### config.mk
export PLATFORM = sky130hd
export DESIGN_NAME = row_serializer
export DESIGN_NICKNAME = d
export VERILOG_FILES = /design/src/rtl/row_serializer.sv
export SDC_FILE = /design/constraint.sdc
export NUM_CORES = 1
export LEC_CHECK = 0
export ABC_AREA = 1
export BUFFER_PORTS_ARGS = -buffer_cell sky130_fd_sc_hd__buf_2
export CAP_MARGIN = 40
export CORE_UTILIZATION = 60
export CTS_BUF_LIST = sky130_fd_sc_hd__clkbuf_8
export DETAILED_ROUTE_END_ITERATION = 7
export PLACE_DENSITY_LB_ADDON = 0.25
export SLEW_MARGIN = 20
export SYNTH_ARGS = -nofsm -noshare
export SYNTH_HDL_FRONTEND = slang
export SYNTH_SLANG_ARGS = --single-unit
### constraint.sdc
create_clock -name clk -period 2.5 [get_ports clk]
set_input_delay 0.5 -clock clk [delete_from_list [all_inputs] [get_ports clk]]
set_output_delay 0.5 -clock clk [all_outputs]
set_load 0.1 [all_outputs]
### src/rtl/row_serializer.sv
// Row serializer: fetches one LENGTH-word row from the shift-RAM line buffer
// and streams it out LSB word first on a valid/ready interface.
module row_serializer #(
  parameter int unsigned DATA_WIDTH = 16,
  parameter int unsigned LENGTH     = 25,
  parameter int unsigned ADDR_WIDTH = 8,
  parameter int unsigned CNT_WIDTH  = 5
) (
  input  logic                         clk,
  input  logic                         rst_n,
  input  logic                         start,
  input  logic [ADDR_WIDTH-1:0]        row_addr,
  output logic [ADDR_WIDTH-1:0]        rd_addr,
  input  logic [DATA_WIDTH*LENGTH-1:0] row_in,
  output logic [DATA_WIDTH-1:0]        dout,
  output logic                         dout_valid,
  input  logic                         dout_ready,
  output logic [CNT_WIDTH-1:0]         word_idx,
  output logic                         busy,
  output logic                         done
);

  localparam int unsigned ROW_WIDTH = DATA_WIDTH * LENGTH;
  localparam logic [CNT_WIDTH-1:0] LAST_IDX = CNT_WIDTH'(LENGTH - 1);

  typedef enum logic [1:0] {
    IDLE  = 2'd0,
    FETCH = 2'd1,
    LOAD  = 2'd2,
    SEND  = 2'd3
  } state_t;

  state_t               state;
  logic [ROW_WIDTH-1:0] shreg;

  // dout is a slice of the shift register, so it never sees row_in combinationally
  assign dout = shreg[DATA_WIDTH-1:0];

  always_ff @(posedge clk or negedge rst_n) begin
    if (!rst_n) begin
      state      <= IDLE;
      rd_addr    <= '0;
      shreg      <= '0;
      dout_valid <= 1'b0;
      word_idx   <= '0;
      busy       <= 1'b0;
      done       <= 1'b0;
    end else begin
      done <= 1'b0;
      case (state)
        IDLE: begin
          if (start) begin
            rd_addr <= row_addr;
            busy    <= 1'b1;
            state   <= FETCH;
          end
        end
        // line buffer samples rd_addr at the end of this cycle
        FETCH: state <= LOAD;
        LOAD: begin
          shreg      <= row_in;
          word_idx   <= '0;
          dout_valid <= 1'b1;
          state      <= SEND;
        end
        SEND: begin
          if (dout_valid && dout_ready) begin
            if (word_idx == LAST_IDX) begin
              dout_valid <= 1'b0;
              done       <= 1'b1;
              word_idx   <= '0;
              shreg      <= '0;
              busy       <= 1'b0;
              state      <= IDLE;
            end else begin
              shreg    <= {{DATA_WIDTH{1'b0}}, shreg[ROW_WIDTH-1:DATA_WIDTH]};
              word_idx <= word_idx + CNT_WIDTH'(1);
            end
          end
        end
        default: state <= IDLE;
      endcase
    end
  end

endmodule

==> impl_metrics.tcl, run 1 <==
set metrics [dict create \
    outcome "finished, final reports clean" \
    yosysTopAreaCellShare 0.577 \
    antenna_found_initial 20 \
    power_density_mw_per_mm2 1320 \
    clock-skew-final_ns 0.0301 \
    cts_tree "yes" \
    die_w_um 176 \
    place_ws_ns 0.327 \
    synth_seq_area_share 0.577 \
    synth-edff-count 0 \
    rows 63 \
    synth_nets 2646 \
    period_minus_slack_ns 2.27 \
    drc_errors 0 \
    hold_viol 0 \
    final_layout_size_suffix_gt1_frac 0.219 \
    dpl-instance-area_mm2 0.0205 \
    port_buffers 443 \
    core_mm2 0.0297 \
    fmax_mhz 440 \
    cts_made_buffers 69 \
    grt_usage 0.323 \
    max_slew_margin 0.642 \
    crit_path_start_kind "flop" \
    rsz0062_at_grt "false" \
    clk_latency_ns 0.58 \
    path_clk_slew_ns 0.06 \
    synth_most_common_cell "nand2_1" \
    nets 3041 \
    final_cell_area_mm2 0.0219 \
    leakage_uw 0.0115 \
    post_cts_buffers 0 \
    die_area_mm2 0.0309 \
    synth_top_cells_by_count "nand2_1 (1219), dfrtp_1 (418), nand3_1 (388)" \
    finalMaxSlewViolations 0 \
    final_util 0.738 \
    power.total_uw 28900 \
    hp-start "row_in[396]" \
    gp_congestion 0.924 \
    cp-end-kind "flop" \
    first_pass_iters 6 \
    grt_start_max_net_pins 97 \
    vdd_drop_max_mv 0.996 \
    synth-seq-cells 418 \
    synth_top_cell_by_area "dfrtp_1" \
    fill_cells 2274 \
    drtAntennaViolNets 0 \
    drt_wl_total_mm 49.1 \
    r2r_cells 8 \
    drtIter0Drc 1567 \
    syn_to_final_growth_pct 20.9 \
    via_per_inst 5.37 \
    grt_pass1_vias 16209 \
    period_share 0.909 \
    dp_hpwl_mm 33.7 \
    synth_ff_type "dfrtp_1" \
    clockRootBuffer "clkbuf_8" \
    grt_pass1_wl_mm 79.1 \
    crit_type "reg2reg" \
    hold_depth 3 \
    worstReg2RegStart "state[1]" \
    syn_area_mm2 0.0181 \
    worst_pin_slew_ns 0.536 \
    synth_area_per_cell_um2 8.14 \
    yosysUniqueCellTypes 24 \
    clock_path_buffers 3 \
    syn_inst 2229 \
    yosys_warnings 0 \
    synth-async-reset-ratio 1.00 \
    cts_sinks 418 \
    path_max_fanout 44 \
    wire_per_inst_um 16.0 \
    cp_data_arrival_time_ns 2.77 \
    setup_violations 0 \
    ios 444 \
    cts_max_level 3 \
    maxCapViolations 0 \
    required_ns 3.00 \
    die-height_um 176 \
    vias 16524 \
    start_util 0.610 \
    hp-class "in2reg" \
    r2r_slack_ns 0.23 \
    synthTopCellsByArea "dfrtp_1 (58%), nand2_1 (25%), nand3_1 (11%)" \
    worst_slack_ns 0.227 \
    grt_overflow 0 \
    reg2reg_to "shreg[24]" \
    hold_end "shreg[396]" \
    tns_ns 0 \
]
[metrics by stage]
| step | cells | hold WS (ns) |
|---|---|---|
| 6_report | 3079 | 0.129 |
| 5_1_grt | 3075 | 0.112 |
| 4_1_cts | 3061 | 0.101 |
| 3_5_place_dp | 2942 | 0.393 |
| 3_3_place_gp | 2942 | 0.395 |
| 2_1_floorplan | 2229 | 0.204 |
[power breakdown]
| group | leakage, µW | internal (µW) | switching [µW] | total (µW) |
|---|---|---|---|---|
| clock network | 0.000764 | 3100 | 2720 | 5820 |
| logic | 0.00553 | 3630 | 7490 | 11100 |
| registers | 0.00520 | 10100 | 1860 | 11900 |
| total | 0.0115 | 16800 | 12100 | 28900 |
[sequential cells by signal, summed over array words and instances, names as in the netlist]
name,flops
state,2
word_idx,5
shreg,400
rd_addr,8
busy,1
done,1
dout_valid,1
[worst max-delay path by stage]
stage,slack [ns],start,depth (start not counted),endpoint
global route,0.06,state[1],8,shreg[24]
detailed placement,0.33,state[1],8,shreg[36]
floorplan,0.37,word_idx[0],11,shreg[158]
global placement,0.46,state[1],8,shreg[32]
CTS,0.26,state[1],8,shreg[24]
finish,0.23,state[1],8,shreg[24]
[critical path: stages (launching register included)]
cell,delay (ns)
dfrtp_1,0.40
ha_1,0.47
inv_2,0.12
nand2_2,0.18
nand2_1,0.18
inv_8,0.17
buf_4,0.41
nand2_1,0.12
nand3_1,0.12
[logic make-up after synthesis]
kind of cell / after synthesis / share of synthesized area
DFF: 418 / 0.577
adders and majority gates: 5 / 0.00345
and+or+nand+nor: 1624 / 0.364
muxes: 8 / 0.00497
AOI/OAI and AO/OA: 12 / 0.00338
buffers and inverters: 161 / 0.0468
xor gates and xnor gates: 1 / 0.000483
[per-layer routing]
metal / wire length (µm) / global-route usage / vias to the layer above
met4: 2050 / 0.164 / 10
met5: 58 / 0 / -
met2: 23900 / 0.520 / 661
met1: 19600 / 0.417 / 7865
li1: - / - / 7844
met3: 3540 / 0.0630 / 144
[cell usage in the layout, fill, tap and decap left out]
master	count
buf_4	7
ha_1	5
nand4_1	3
xor2_1	1
inv_8	2
o21ai_1	2
nand2_1	1219
nand2_2	2
mux2_2	8
clkinv_1	1
clkinv_2	9
o21ai_0	6
nand3_1	388
clkbuf_8	86
buf_12	20
dfrtp_1	418
clkinvlp_4	2
clkinv_8	1
a21oi_1	3
buf_8	1
buf_2	442
inv_1	28
diode_2	18
inv_2	1
o22ai_1	1
or2_2	1
dlygate4sd3_1	1
nand3_2	1
nor2_1	10
inv_6	2
[repair_timing]
| action | in CTS | in global routing |
|---|---|---|
| hold buffers | 1 | 0 |
| resized for setup | 0 | 0 |
| hold endpoints to repair | 25 | 0 |
[layout make-up]
cell class | count | area, µm² | area share
diodes | 18 | 45.0 | 0.00205
clock buffers | 86 | 1180 | 0.0540
clock inverters | 32 | 149 | 0.00679
inverters | 14 | 80.1 | 0.00365
multi-input cells | 1650 | 6830 | 0.311
flip-flops and latches | 418 | 10500 | 0.477
well taps | 390 | 488 | 0.0223
repair buffers | 471 | 2690 | 0.123
No activity file was read; power rests on OpenSTA's default activity.
==> run 2: changes to the inputs <==
- CAP_MARGIN: 40 -> not set
- clock period: 2.5 -> 2.77 ns (I/O delays scaled with it)
==> run 2 against run 1 <==
Compared with the run above:
- clock skew decreased by 0.0048 ns
- first-iteration DRC count decreased by 14%
- routed wire length increased by 0.94%
- hold slack improved by 0.046 ns
- total power decreased by 10%
- die area unchanged
- sequential share of layout area increased by 0.071 points
- final area decreased by 0.15%
- flip-flop and latch count unchanged
- sequential power decreased by 9%
==> impl_metrics.tcl, run 2 (synthesis gave the netlist of run 1 again) <==
set metrics [dict create \
    fill_cells 2290 \
    final_util 0.737 \
    hp-class "in2reg" \
    fmax_mhz 401 \
    period_minus_slack_ns 2.50 \
    multi_input_area_mm2 0.00683 \
    cts_made_buffers 68 \
    drc_errors 0 \
    finalMaxSlewViolations 0 \
    crit_path_start_kind "flop" \
    tns_ns 0 \
    required_ns 3.26 \
    clk_latency_ns 0.59 \
    slowest_delay_ns 0.46 \
    grt_usage 0.323 \
    drt_wl_total_mm 49.6 \
    ios 444 \
    worst-path-buf-inv 3 \
    crit_path_top_delay_cell "ha_1" \
    power_density_mw_per_mm2 1190 \
    hold_viol 0 \
    grt_overflow 0 \
    wl_met3_mm 3.62 \
    final_layout_size_suffix_gt1_frac 0.216 \
    crit_family "buffers and inverters" \
    antenna_found_initial 18 \
    period_share 0.901 \
    gp_congestion 0.902 \
    path_clk_slew_ns 0.06 \
    die_area_mm2 0.0309 \
    outcome "finished, final reports clean" \
    core_mm2 0.0297 \
    clock-skew-final_ns 0.0253 \
    via_per_inst 5.42 \
    placedCellCount 2947 \
    worst_pin_slew_ns 0.506 \
    vias 16703 \
    post_cts_buffers 0 \
    top_regs "shreg x400, rd_addr x8, word_idx x5" \
    setup_violations 0 \
    cp_data_arrival_time_ns 2.99 \
    cp-end-kind "flop" \
    leakage_uw 0.0115 \
    rows 63 \
    cts_max_level 3 \
    syn_to_final_growth_pct 20.7 \
    final-seq-area_mm2 0.0105 \
    startpoint "state[1]" \
    grt_pass1_wl_mm 79.3 \
    met1_length_mm 19.3 \
    crit_type "reg2reg" \
    largest-register "shreg" \
    dp_hpwl_mm 34.4 \
    max_slew_margin 0.665 \
    path_max_fanout 81 \
    grt_pass1_vias 16371 \
    top_layer "met5" \
    rsz0062_at_grt "false" \
    fin_cells 3079 \
    final_cell_mix "nand2_1 (1219), buf_2 (442), dfrtp_1 (418)" \
    die-height_um 176 \
    hp-start "row_in[387]" \
    clock_path_buffers 3 \
    worstReg2RegStart "state[1]" \
    path_cells "ha_1 -> inv_2 -> nand2_2 -> nand2_1 -> inv_8 -> buf_12 -> nand2_1 -> nand3_1" \
    drtAntennaViolNets 0 \
    nets 3045 \
    port_buffers 443 \
    drtIter0Drc 1350 \
    cts_sinks 418 \
    vdd_drop_max_mv 0.723 \
    wl_met2_mm 24.5 \
    die_w_um 176 \
    cp_common_cell "nand2_1" \
    first_pass_iters 5 \
    maxCapViolations 0 \
    grt_start_max_net_pins 87 \
    layout_commonest_cell "nand2_1" \
    cts_tree "yes" \
    wire_per_inst_um 16.1 \
    clockRootBuffer "clkbuf_8" \
    largest_reg_flops 400 \
    start_util 0.610 \
]
[run 2: layout make-up]
| type | instances | area share |
|---|---|---|
| antenna | 14 | 0.00160 |
| clock buffer | 81 | 0.0509 |
| clock inverter | 36 | 0.00720 |
| inverter | 14 | 0.00366 |
| multi-input combinational | 1650 | 0.312 |
| sequential | 418 | 0.478 |
| tap | 390 | 0.0223 |
| timing repair buffer | 476 | 0.125 |
[run 2: worst paths after layout]
| kind | endpoint | slack (ns) | depth (start not counted) |
|---|---|---|---|
| setup reg to reg | shreg[193] | 0.27 | 8 |
| setup / recovery | shreg[193] | 0.27 | 8 |
| hold / removal | shreg[387] | 0.17 | 3 |
| max in group asynchronous | shreg[187] | 1.36 | 3 |
| hold reg to reg | shreg[164] | 0.47 | 2 |
| min in group asynchronous | shreg[11] | 0.50 | 2 |
[run 2: power by group]
part	leakage [µW]	internal (µW)	switching, µW
clock network	0.000762	2650	2420
registers	0.00520	9090	1670
logic	0.00556	3360	6790
total	0.0115	15100	10900
[run 2: routing by layer]
metal  track usage  vias to the layer above
met2         0.531                      692
li1              -                     7850
met3        0.0639                      154
met5             0                        -
met4         0.167                       10
met1         0.406                     7997
[run 2: what timing repair did]
item	CTS	global route
endpoints found under the setup margin	0	0
hold buffers	1	0
gates resized for setup	0	0
endpoints found under the hold margin	51	0
[run 2: per-stage QoR]
| stage | area (µm²) | power (µW) | setup slack, ns | hold slack, ns |
|---|---|---|---|---|
| floorplan | 18100 | 18300 | 0.644 | 0.258 |
| global placement | 20600 | 20400 | 0.508 | 0.455 |
| detailed placement | 20600 | 20900 | 0.321 | 0.459 |
| CTS | 21900 | 26000 | 0.305 | 0.144 |
| global route | 21900 | 27800 | 0.0817 | 0.174 |
| finish | 21900 | 26000 | 0.273 | 0.175 |
[run 2: worst register-to-register path, stage by stage (launching register included)]
cell,delay [ns]
dfrtp_1,0.40
ha_1,0.46
inv_2,0.12
nand2_2,0.18
nand2_1,0.32
inv_8,0.33
buf_12,0.37
nand2_1,0.14
nand3_1,0.11
==> run 3: changes to the inputs <==
- CORE_MARGIN: not set -> 3
==> run 3 against run 2 <==
Compared with the run above:
- non-clock buffer count unchanged
- final area up 0.22%
- sequential share of layout area down 0.10 points
- die area up 4.6%
- sequential power about the same
- setup slack better by 0.14 ns
- flip-flop and latch count unchanged
- clock power up 4.3%
- global-route usage down 2.0 points
- core utilization up 0.16 points
- first-iteration DRC count up 13%
==> impl_metrics.tcl, run 3 (synthesis gave the netlist of run 1 again) <==
set metrics [dict create \
    dp_hpwl_mm 35.1 \
    hp-start "row_in[384]" \
    drtIter0Drc 1529 \
    layout_commonest_cell "nand2_1" \
    power_frac_seq 0.412 \
    tns_ns 0 \
    clockRootBuffer "clkbuf_8" \
    period_share 0.850 \
    worst_pin_slew_ns 0.646 \
    outcome "finished, final reports clean" \
    drt_wl_total_mm 50.0 \
    wire_per_inst_um 16.2 \
    clock-skew-final_ns 0.0296 \
    leakage_uw 0.0115 \
    dpl-instance-area_mm2 0.0205 \
    clock_path_buffers 3 \
    die_w_um 180 \
    fmax_mhz 424 \
    grt_usage 0.302 \
    maxCapViolations 0 \
    final_cell_mix "nand2_1 (1219), buf_2 (442), dfrtp_1 (418)" \
    ios 444 \
    cp_data_arrival_time_ns 2.86 \
    gp_congestion 0.902 \
    rows 63 \
    vdd_drop_max_mv 0.618 \
    first_pass_iters 7 \
    grt_start_max_net_pins 80 \
    period_minus_slack_ns 2.36 \
    via_per_inst 5.41 \
    die_area_mm2 0.0323 \
    cts_max_level 3 \
    r2r_slack_ns 0.41 \
    crit_family "buffers and inverters" \
    worstReg2RegStart "state[1]" \
    power.total_uw 26100 \
    die-height_um 180 \
    hold_depth 3 \
    combPwrFrac 0.385 \
    max_slew_margin 0.570 \
    port_buffers 443 \
    power.internal_uw 15200 \
    reg2reg_to "shreg[60]" \
    crit_path_start_kind "flop" \
    setup_violations 0 \
    cp-end-kind "flop" \
    clk_latency_ns 0.59 \
    cts_made_buffers 68 \
    path_clk_slew_ns 0.06 \
    top_regs "shreg x400, rd_addr x8, word_idx x5" \
    vias 16677 \
    core_mm2 0.0297 \
    grt_pass1_vias 16472 \
    drc_errors 0 \
    hold_end "shreg[384]" \
    rsz0062_at_grt "false" \
    start_util 0.610 \
    cts_sinks 418 \
    p_switching_uw 10900 \
    cts_resized 0 \
    syn_to_final_growth_pct 21.0 \
    crit_type "reg2reg" \
    crit_path_top_delay_cell "dfrtp_1" \
    antenna_found_initial 23 \
    required_ns 3.27 \
    largest-register "shreg" \
    worst-path-buf-inv 3 \
    finalMaxSlewViolations 0 \
    startpoint "state[1]" \
    cp_common_cell "nand2_1" \
    final_cell_area_mm2 0.0219 \
    p_clk_frac 0.202 \
    grt_pass1_wl_mm 80.3 \
    largest_reg_flops 400 \
    switching_share 0.417 \
    nets 3045 \
    final_layout_size_suffix_gt1_frac 0.220 \
    drtAntennaViolNets 0 \
    slowest_delay_ns 0.41 \
    power_density_mw_per_mm2 1190 \
    hp-class "in2reg" \
    path_max_fanout 75 \
    cts_tree "yes" \
    path_cells "ha_1 -> buf_4 -> nand3_2 -> nand2_1 -> inv_8 -> buf_12 -> nand2_1 -> nand3_1" \
    r2r_cells 8 \
    hold_viol 0 \
    grt_overflow 0 \
]
run 3: changes by cell type in the layout (fill, tap and decap cells not counted):
cell and delta:
inv_1 -10, clkbuf_8 +8, buf_12 -3, buf_4 +3
diode_2 +3, clkinv_2 +1
run 3: per-stage QoR:
stage	hold WS, ns	utilization	setup WS [ns]	instances
global placement	0.457	0.691	0.589	2947
global route	0.171	0.738	0.213	3079
detailed placement	0.459	0.691	0.473	2947
CTS	0.144	0.737	0.468	3064
finish	0.169	0.738	0.414	3081
floorplan	0.258	-	0.644	2229
run 3: repair_timing:
item | CTS | global route
hold buffers | 1 | 0
endpoints found under the setup margin | 0 | 0
hold endpoints to repair | 29 | 0
setup buffers | 0 | 0
run 3: power groups by stage:
stage,registers [µW],logic (µW),clock network [µW]
detailed placement,10800,10100,0
CTS,10700,10200,5370
global route,11100,11300,5650
finish,10800,10100,5290
floorplan,10800,7520,0
global placement,10700,9700,0
run 3: how the worst max path moves through the flow:
stage / endpoint / slack [ns] / cells after the start
global route: shreg[60] / 0.21 / 8
floorplan: shreg[158] / 0.64 / 11
detailed placement: shreg[60] / 0.47 / 8
CTS: shreg[60] / 0.47 / 8
global placement: shreg[27] / 0.59 / 8
finish: shreg[60] / 0.41 / 8
run 3: worst register-to-register path, stage by stage (launching register included):
cell and delay (ns):
dfrtp_1 0.41, ha_1 0.29, buf_4 0.19, nand3_2 0.11
nand2_1 0.31, inv_8 0.36, buf_12 0.34, nand2_1 0.17
nand3_1 0.11
run 3: cell type report:
cell class	count	area, µm²
clock inverters	27	125
multi-input cells	1650	6830
well taps	390	488
diodes	17	42.5
clock buffers	89	1220
repair buffers	476	2690
inverters	14	80.1
fillers	2309	7780
flip-flops and latches	418	10500
run 3: routing by layer:
metal	up-vias	GRT usage	part of all wire
met5	-	0	0.0017
met4	14	0.137	0.039
met3	135	0.0637	0.079
met2	733	0.494	0.49
met1	7953	0.393	0.39
li1	7842	-	-
